File: config.mk
export PLATFORM = sky130hd
export DESIGN_NAME = inst_fetch
export DESIGN_NICKNAME = d
export VERILOG_FILES = /design/src/rtl/inst_fetch.sv
export SDC_FILE = /design/constraint.sdc
export NUM_CORES = 1
export LEC_CHECK = 0
export CELL_PAD_IN_SITES_DETAIL_PLACEMENT = 1
export CELL_PAD_IN_SITES_GLOBAL_PLACEMENT = 2
export CORE_MARGIN = 2
export CORE_UTILIZATION = 24
export CTS_BUF_LIST = sky130_fd_sc_hd__clkbuf_4 sky130_fd_sc_hd__clkbuf_8 sky130_fd_sc_hd__clkbuf_16
export DETAILED_ROUTE_END_ITERATION = 7
export MAX_ROUTING_LAYER = met4
export PLACE_DENSITY_LB_ADDON = 0.1
export REMOVE_ABC_BUFFERS = 1
export SYNTH_ARGS = -nofsm -noshare
export SYNTH_HDL_FRONTEND = slang
export SYNTH_SLANG_ARGS = --single-unit
File: constraint.sdc
create_clock -name clk -period 1.7 [get_ports clk]
set_clock_uncertainty 0.2 [all_clocks]
set_input_delay 0.34 -clock clk [delete_from_list [all_inputs] [get_ports clk]]
set_output_delay 0.34 -clock clk [all_outputs]
set_load 0.01 [all_outputs]
File: src/rtl/inst_fetch.sv
// inst_fetch: IF stage; samples pc_reg's PC, runs the imem req/ack handshake, loads IF/ID.
// Latency: IDLE->REQ one edge, IF/ID loads on the ack edge (1 instr / 2 cycles at zero wait).
// Backpressure: stallreq_if holds the pipeline until data; stall[1] parks the word in HOLD.
// Optional macro IF_ALIGN_CHECK_EN: misaligned PCs skip memory and deliver an adel-flagged NOP.
module inst_fetch #(
  parameter logic [31:0] NOP_INST       = 32'h0000_0000,
  parameter int unsigned TIMEOUT_CYCLES = 255
) (
  input  logic        clk,
  input  logic        rst,
  input  logic [31:0] pc_i,
  input  logic        ce_i,
  input  logic [5:0]  stall,
  input  logic        flush,
  output logic        imem_req,
  output logic [31:0] imem_addr,
  input  logic        imem_ack,
  input  logic [31:0] imem_rdata,
  output logic [31:0] id_pc,
  output logic [31:0] id_inst,
  output logic        id_adel_o,
  output logic        stallreq_if,
  output logic        fetch_timeout_o
);

  localparam logic [1:0] S_IDLE = 2'd0;
  localparam logic [1:0] S_REQ  = 2'd1;
  localparam logic [1:0] S_HOLD = 2'd2;
  localparam logic [1:0] S_DROP = 2'd3;

  localparam logic [7:0] TO_LIM = 8'(TIMEOUT_CYCLES);

  logic [1:0]  state_q, state_d;
  logic [31:0] req_pc_q, req_pc_d;
  logic [31:0] hold_inst_q, hold_inst_d;
  logic [31:0] id_pc_q, id_pc_d;
  logic [31:0] id_inst_q, id_inst_d;
  logic [7:0]  to_cnt_q, to_cnt_d;
  logic        timeout_q, timeout_d;
  logic        data_avail;
  logic        waiting;
`ifdef IF_ALIGN_CHECK_EN
  logic        adel_pend_q, adel_pend_d;
  logic        id_adel_q, id_adel_d;
`endif

  // Only the IF/ID hold and ID hold bits matter to this stage.
  logic unused_stall_bits;
  assign unused_stall_bits = ^{stall[5:3], stall[0]};

  assign waiting    = (state_q == S_REQ) || (state_q == S_DROP);
  assign data_avail = ((state_q == S_REQ) && imem_ack) || (state_q == S_HOLD);
  // DROP keeps ctrl stalled even if pc_reg withdraws ce_i.
  assign stallreq_if = (ce_i && !data_avail) || (state_q == S_DROP);
  assign imem_req    = waiting;
`ifdef IF_ALIGN_CHECK_EN
  assign imem_addr = req_pc_q;
  assign id_adel_o = id_adel_q;
`else
  assign imem_addr = {req_pc_q[31:2], 2'b00};
  assign id_adel_o = 1'b0;
`endif
  assign id_pc           = id_pc_q;
  assign id_inst         = id_inst_q;
  assign fetch_timeout_o = timeout_q;

  // Fetch FSM: a started transaction always runs to its ack; flush only discards the data.
  always_comb begin
    state_d     = state_q;
    req_pc_d    = req_pc_q;
    hold_inst_d = hold_inst_q;
`ifdef IF_ALIGN_CHECK_EN
    adel_pend_d = adel_pend_q;
`endif
    case (state_q)
      S_IDLE: begin
        if (ce_i && !flush) begin
          req_pc_d = pc_i;
`ifdef IF_ALIGN_CHECK_EN
          if (pc_i[1:0] != 2'b00) begin
            state_d     = S_HOLD;
            hold_inst_d = NOP_INST;
            adel_pend_d = 1'b1;
          end else begin
            state_d     = S_REQ;
            adel_pend_d = 1'b0;
          end
`else
          state_d = S_REQ;
`endif
        end
      end
      S_REQ: begin
        if (flush) begin
          state_d = imem_ack ? S_IDLE : S_DROP;
        end else if (imem_ack) begin
          if (stall[1]) begin
            state_d     = S_HOLD;
            hold_inst_d = imem_rdata;
          end else begin
            state_d = S_IDLE;
          end
        end
      end
      S_HOLD: begin
        if (flush || !stall[1]) state_d = S_IDLE;
      end
      S_DROP: begin
        if (imem_ack) state_d = S_IDLE;
      end
      default: state_d = S_IDLE;
    endcase
  end

  // IF/ID register: flush/bubble take priority, otherwise load fetched word when released.
  always_comb begin
    id_pc_d   = id_pc_q;
    id_inst_d = id_inst_q;
`ifdef IF_ALIGN_CHECK_EN
    id_adel_d = id_adel_q;
`endif
    if (flush || (stall[1] && !stall[2]) || (!stall[1] && !data_avail)) begin
      // Unreleased-without-data only happens with ce_i low; treat it as a bubble.
      id_pc_d   = 32'h0;
      id_inst_d = NOP_INST;
`ifdef IF_ALIGN_CHECK_EN
      id_adel_d = 1'b0;
`endif
    end else if (!stall[1]) begin
      id_pc_d   = req_pc_q;
      id_inst_d = (state_q == S_HOLD) ? hold_inst_q : imem_rdata;
`ifdef IF_ALIGN_CHECK_EN
      id_adel_d = (state_q == S_HOLD) ? adel_pend_q : 1'b0;
`endif
    end
  end

  // Timeout watchdog: counts unacked request cycles, flag is sticky until reset.
  always_comb begin
    to_cnt_d  = 8'h00;
    timeout_d = timeout_q;
    if (waiting && !imem_ack) begin
      to_cnt_d  = (to_cnt_q == 8'hFF) ? to_cnt_q : to_cnt_q + 8'h01;
      timeout_d = timeout_q || (to_cnt_d >= TO_LIM);
    end
  end

  // State registers with synchronous reset.
  always_ff @(posedge clk) begin
    if (rst) begin
      state_q     <= S_IDLE;
      req_pc_q    <= 32'h0;
      hold_inst_q <= NOP_INST;
      id_pc_q     <= 32'h0;
      id_inst_q   <= NOP_INST;
      to_cnt_q    <= 8'h00;
      timeout_q   <= 1'b0;
`ifdef IF_ALIGN_CHECK_EN
      adel_pend_q <= 1'b0;
      id_adel_q   <= 1'b0;
`endif
    end else begin
      state_q     <= state_d;
      req_pc_q    <= req_pc_d;
      hold_inst_q <= hold_inst_d;
      id_pc_q     <= id_pc_d;
      id_inst_q   <= id_inst_d;
      to_cnt_q    <= to_cnt_d;
      timeout_q   <= timeout_d;
`ifdef IF_ALIGN_CHECK_EN
      adel_pend_q <= adel_pend_d;
      id_adel_q   <= id_adel_d;
`endif
    end
  end

endmodule

==> run_results.csv <==
group,metric,value,unit
run_status,violations,"setup timing",
drt,drt_pass1_iterations,4,
final_layout,nNetsFinal,913,
clock_tree,cts_tree,"yes",
global_route,grt_pass1_wl,28700,microns
worst_setup_path,r2r-start,"state_q[0]$_SDFFE_PP0P_",
sta,period_share,105,%
die,dieArea,24700,sq um
power_and_ir_drop,swShare,23.3,%
drt,via_per_inst,4.37,
sta,setup_viol,17,
die,io_pins,175,
sta,slew_viol_final,0,
worst_setup_path,cp.required,1.85,ns
worst_setup_path,critical_path_cell_count,7,
power_and_ir_drop,comb_power_share,9.5,%
sta,period_minus_slack,1.78,ns
clock_tree,hold_buffers,0,
worst_setup_path,critPathMaxStageDelay,0.44,ns
drt,wl,19200,microns
worst_setup_path,crit_buf_inv,2,
final_layout,syn_to_final_growth,54.4,%
clock_tree,cts_buffers,17,
drt,drc,0,
worst_setup_path,worstPathCellList,"nand2b_4 > o21ai_2 > mux2i_1 > or3_4 > buf_12 > clkbuf_16 > nor2_1",
worst_setup_path,critPathLaunchType,"register",
yosys,synth.avg_cell_area,8.32,sq um
drt,wl_per_cell,16.4,microns
worst_setup_path,worstPathArrival,1.93,ns
placement,portBuffers,167,
min_path,hp-class,"input port to register",
global_route,overflow,0,
clock_tree,clk_pin_slew,0.06,ns
clock_tree,clkSinkCount,139,
final_layout,fin_util,37.4,%
placement,hpwl,11900,microns
sta,clock.fmax,561,MHz
sta,rsz0062_at_grt,"true",
die,rows,56,
job,drv_cap,0,
worst_setup_path,crit_end,"id_inst[20]$_SDFFE_PP0N_",
worst_setup_path,r2r_cells,7,
power_and_ir_drop,seqPwrFrac,41.6,%
yosys,ys_ff_latch,139,
global_route,grt_pass1_vias,5415,
yosys,synth_cells,678,
die,die_h,157,microns
die,initial_core_util,24.3,%
clock_tree,ctsHtreeMaxLevel,4,
worst_setup_path,crit_type,"register to register",
placement,gp_congestion,0.762,
yosys,synth_cell_types,34,
final_layout,layout.cells.non_filler,1169,
power_and_ir_drop,ir_drop,0.000503,V
final_layout,fillers,2691,
drt,ant_nets,0,
power_and_ir_drop,p_leak,0.00387,uW
worst_setup_path,rrSetupSlack,-0.08,ns
clock_tree,cts_buffer_depth,2,
worst_setup_path,r2r-end,"id_inst[20]$_SDFFE_PP0N_",
die,die_w,157,microns
yosys,yosysWarnings,0,
worst_setup_path,crit_fanout,6,
yosys,synth_top_area_cell,"dfxtp_1",
worst_setup_path,slowest_stage,"or3_4",
yosys,synth_top_area_share,49.3,%
worst_setup_path,crit_start,"state_q[0]$_SDFFE_PP0P_",
power_and_ir_drop,p_int,6190,uW
sta,hold_violations,0,
worst_setup_path,cp_top_family,"simple AND/OR/NAND/NOR gates",
global_route,antenna_found_initial,0,
yosys,synth_area,5640,sq um
global_route,grt_max_degree,62,
power_and_ir_drop,p_clk_share,48.9,%
power_and_ir_drop,p_per_area,926,nW/um^2
placement,place_inst,1122,
drt,drt_iter0_markers,160,
yosys,synth-seq-area-share,49.3,%
clock_tree,cts_root_buf,"clkbuf_16",
global_route,grt_use_total,15.5,%
drt,dr_total_vias,5110,
sta,worst_slack,-0.0836,ns
clock_tree,clock_latency,0.42,ns
yosys,synth_area_leaders,"dfxtp_1 (49%), mux2i_1 (12%), nand2_1 (9.3%)",
worst_setup_path,critPathCaptureType,"register",
die,core,23300,sq um
power_and_ir_drop,power.switching,1880,uW
run_status,status,"complete, but fails checks",
final_layout,drive_gt1_share,16.7,%
final_layout,diodes,0,
[layout make-up]
type                       instances  area [sq um]  area share (%)
clock inverter                    14           195            2.24
inverter                           3          11.3           0.129
sequential                       139          2800            32.1
multi-input combinational        458          2650            30.4
timing repair buffer             218          2230            25.6
tap                              319           399            4.58
clock buffer                      18           433            4.97
[worst reg2reg max path, cell delays in order, from the launching register on]
cell and delay [ns]:
dfxtp_4 0.36, nand2b_4 0.15, o21ai_2 0.07, mux2i_1 0.10, or3_4 0.44, buf_12 0.18
clkbuf_16 0.16, nor2_1 0.07
[power groups by stage]
stage | Sequential [uW] | Clock, uW | Combinational (uW)
after floorplan | 3440 | 0 | 210
after global placement | 3430 | 0 | 704
after detailed placement | 3430 | 0 | 715
after CTS | 3360 | 4060 | 730
after global routing | 3360 | 4210 | 841
final | 3350 | 3940 | 769
[placed cells by master (no fill, tap or decap), types with 4 or more instances in the layout]
cell type | Yosys | final
mux2i_1 | 66 | 66
a21oi_2 | 0 | 5
clkdlybuf4s50_1 | 0 | 66
dlygate4sd2_1 | 0 | 96
clkbuf_16 | 0 | 23
buf_4 | 33 | 28
clkinv_4 | 0 | 5
dfxtp_1 | 139 | 134
a21oi_1 | 101 | 96
nor2_4 | 0 | 17
nand2_1 | 140 | 137
buf_12 | 0 | 11
buf_6 | 6 | 5
nor2_2 | 0 | 16
a31oi_1 | 5 | 5
bufinv_16 | 0 | 4
nor2_1 | 110 | 77
[Yosys cell counts]
cell type and n:
nor2b_1 2, nand4_1 3, nor4b_1 1, a41o_1 1, o21ai_0 2, nand2b_1 3, buf_6 6, clkbuf_1 32
nand2_1 140, dfxtp_1 139, xor2_1 1, mux2i_1 66, buf_2 7, a31oi_1 5, o41ai_1 1, inv_1 3
nor3b_1 1, nand4b_1 1, and4_1 1, conb_1 1, nand3_1 4, or3_1 1, or2_0 1, buf_4 33
ha_1 1, o21ai_2 1, buf_1 2, o2111ai_1 1, a21oi_1 101, and3_1 1, xnor2_1 2, nor3_1 3
nand3b_1 1, nor2_1 110
[state kept, by name (all words and copies together), names as in the netlist]
| name | cells |
|---|---|
| to_cnt_q | 8 |
| hold_inst_q | 32 |
| id_pc | 32 |
| fetch_timeout_o | 1 |
| state_q | 2 |
| req_pc_q | 32 |
| id_inst | 32 |
[metal layers]
layer  vias to the layer above  track usage, %  share of wire, %
li1                       2510               -                 -
met2                       147            25.0                47
met1                      2430            17.8                44
met5                         -               -                 0
met3                        23            5.48               6.9
met4                         0            5.37               1.9
[worst min path at each step]
stage / from / endpoint / slack (ns) / depth (start not counted)
finish: rst / state_q[0]$_SDFFE_PP0P_ / 0.17 / 3
global route: rst / state_q[0]$_SDFFE_PP0P_ / 0.17 / 3
CTS: rst / hold_inst_q[7]$_SDFFE_PP0P_ / 0.17 / 3
detailed placement: hold_inst_q[7]$_SDFFE_PP0P_ / hold_inst_q[7]$_SDFFE_PP0P_ / 0.25 / 2
global placement: hold_inst_q[23]$_SDFFE_PP0P_ / hold_inst_q[23]$_SDFFE_PP0P_ / 0.24 / 2
floorplan: rst / hold_inst_q[0]$_SDFFE_PP0P_ / 0.21 / 1
[per-stage QoR]
stage	cell area (sq um)	worst slack [ns]	hold slack, ns	TNS (ns)	total power [uW]
floorplan	5170	-1.77	0.209	-183.97	3660
global placement	7630	-0.548	0.241	-51.66	4130
detailed placement	7630	-0.631	0.247	-56.78	4150
CTS	8400	-0.169	0.173	-5.70	8150
global route	8710	-0.126	0.172	-3.66	8420
finish	8710	-0.0836	0.171	-0.944	8070
[cell families after synthesis]
group / after synthesis / synth area share, %
simple gates: 273 / 19.2
flops: 139 / 49.3
compound gates: 112 / 10.3
buf+inv: 83 / 8.67
mux: 66 / 11.7
xor+xnor: 3 / 0.466
fa+ha+maj: 1 / 0.222
other cells: 1 / 0.0665
[timing repair]
action | CTS | global route
cloned | 5 | 7
setup endpoints to repair | 165 | 134
pin swaps | 24 | 21
buffers inserted | 2 | 6
gates resized for setup | 131 | 61
No activity file was read; power rests on OpenSTA's default activity.
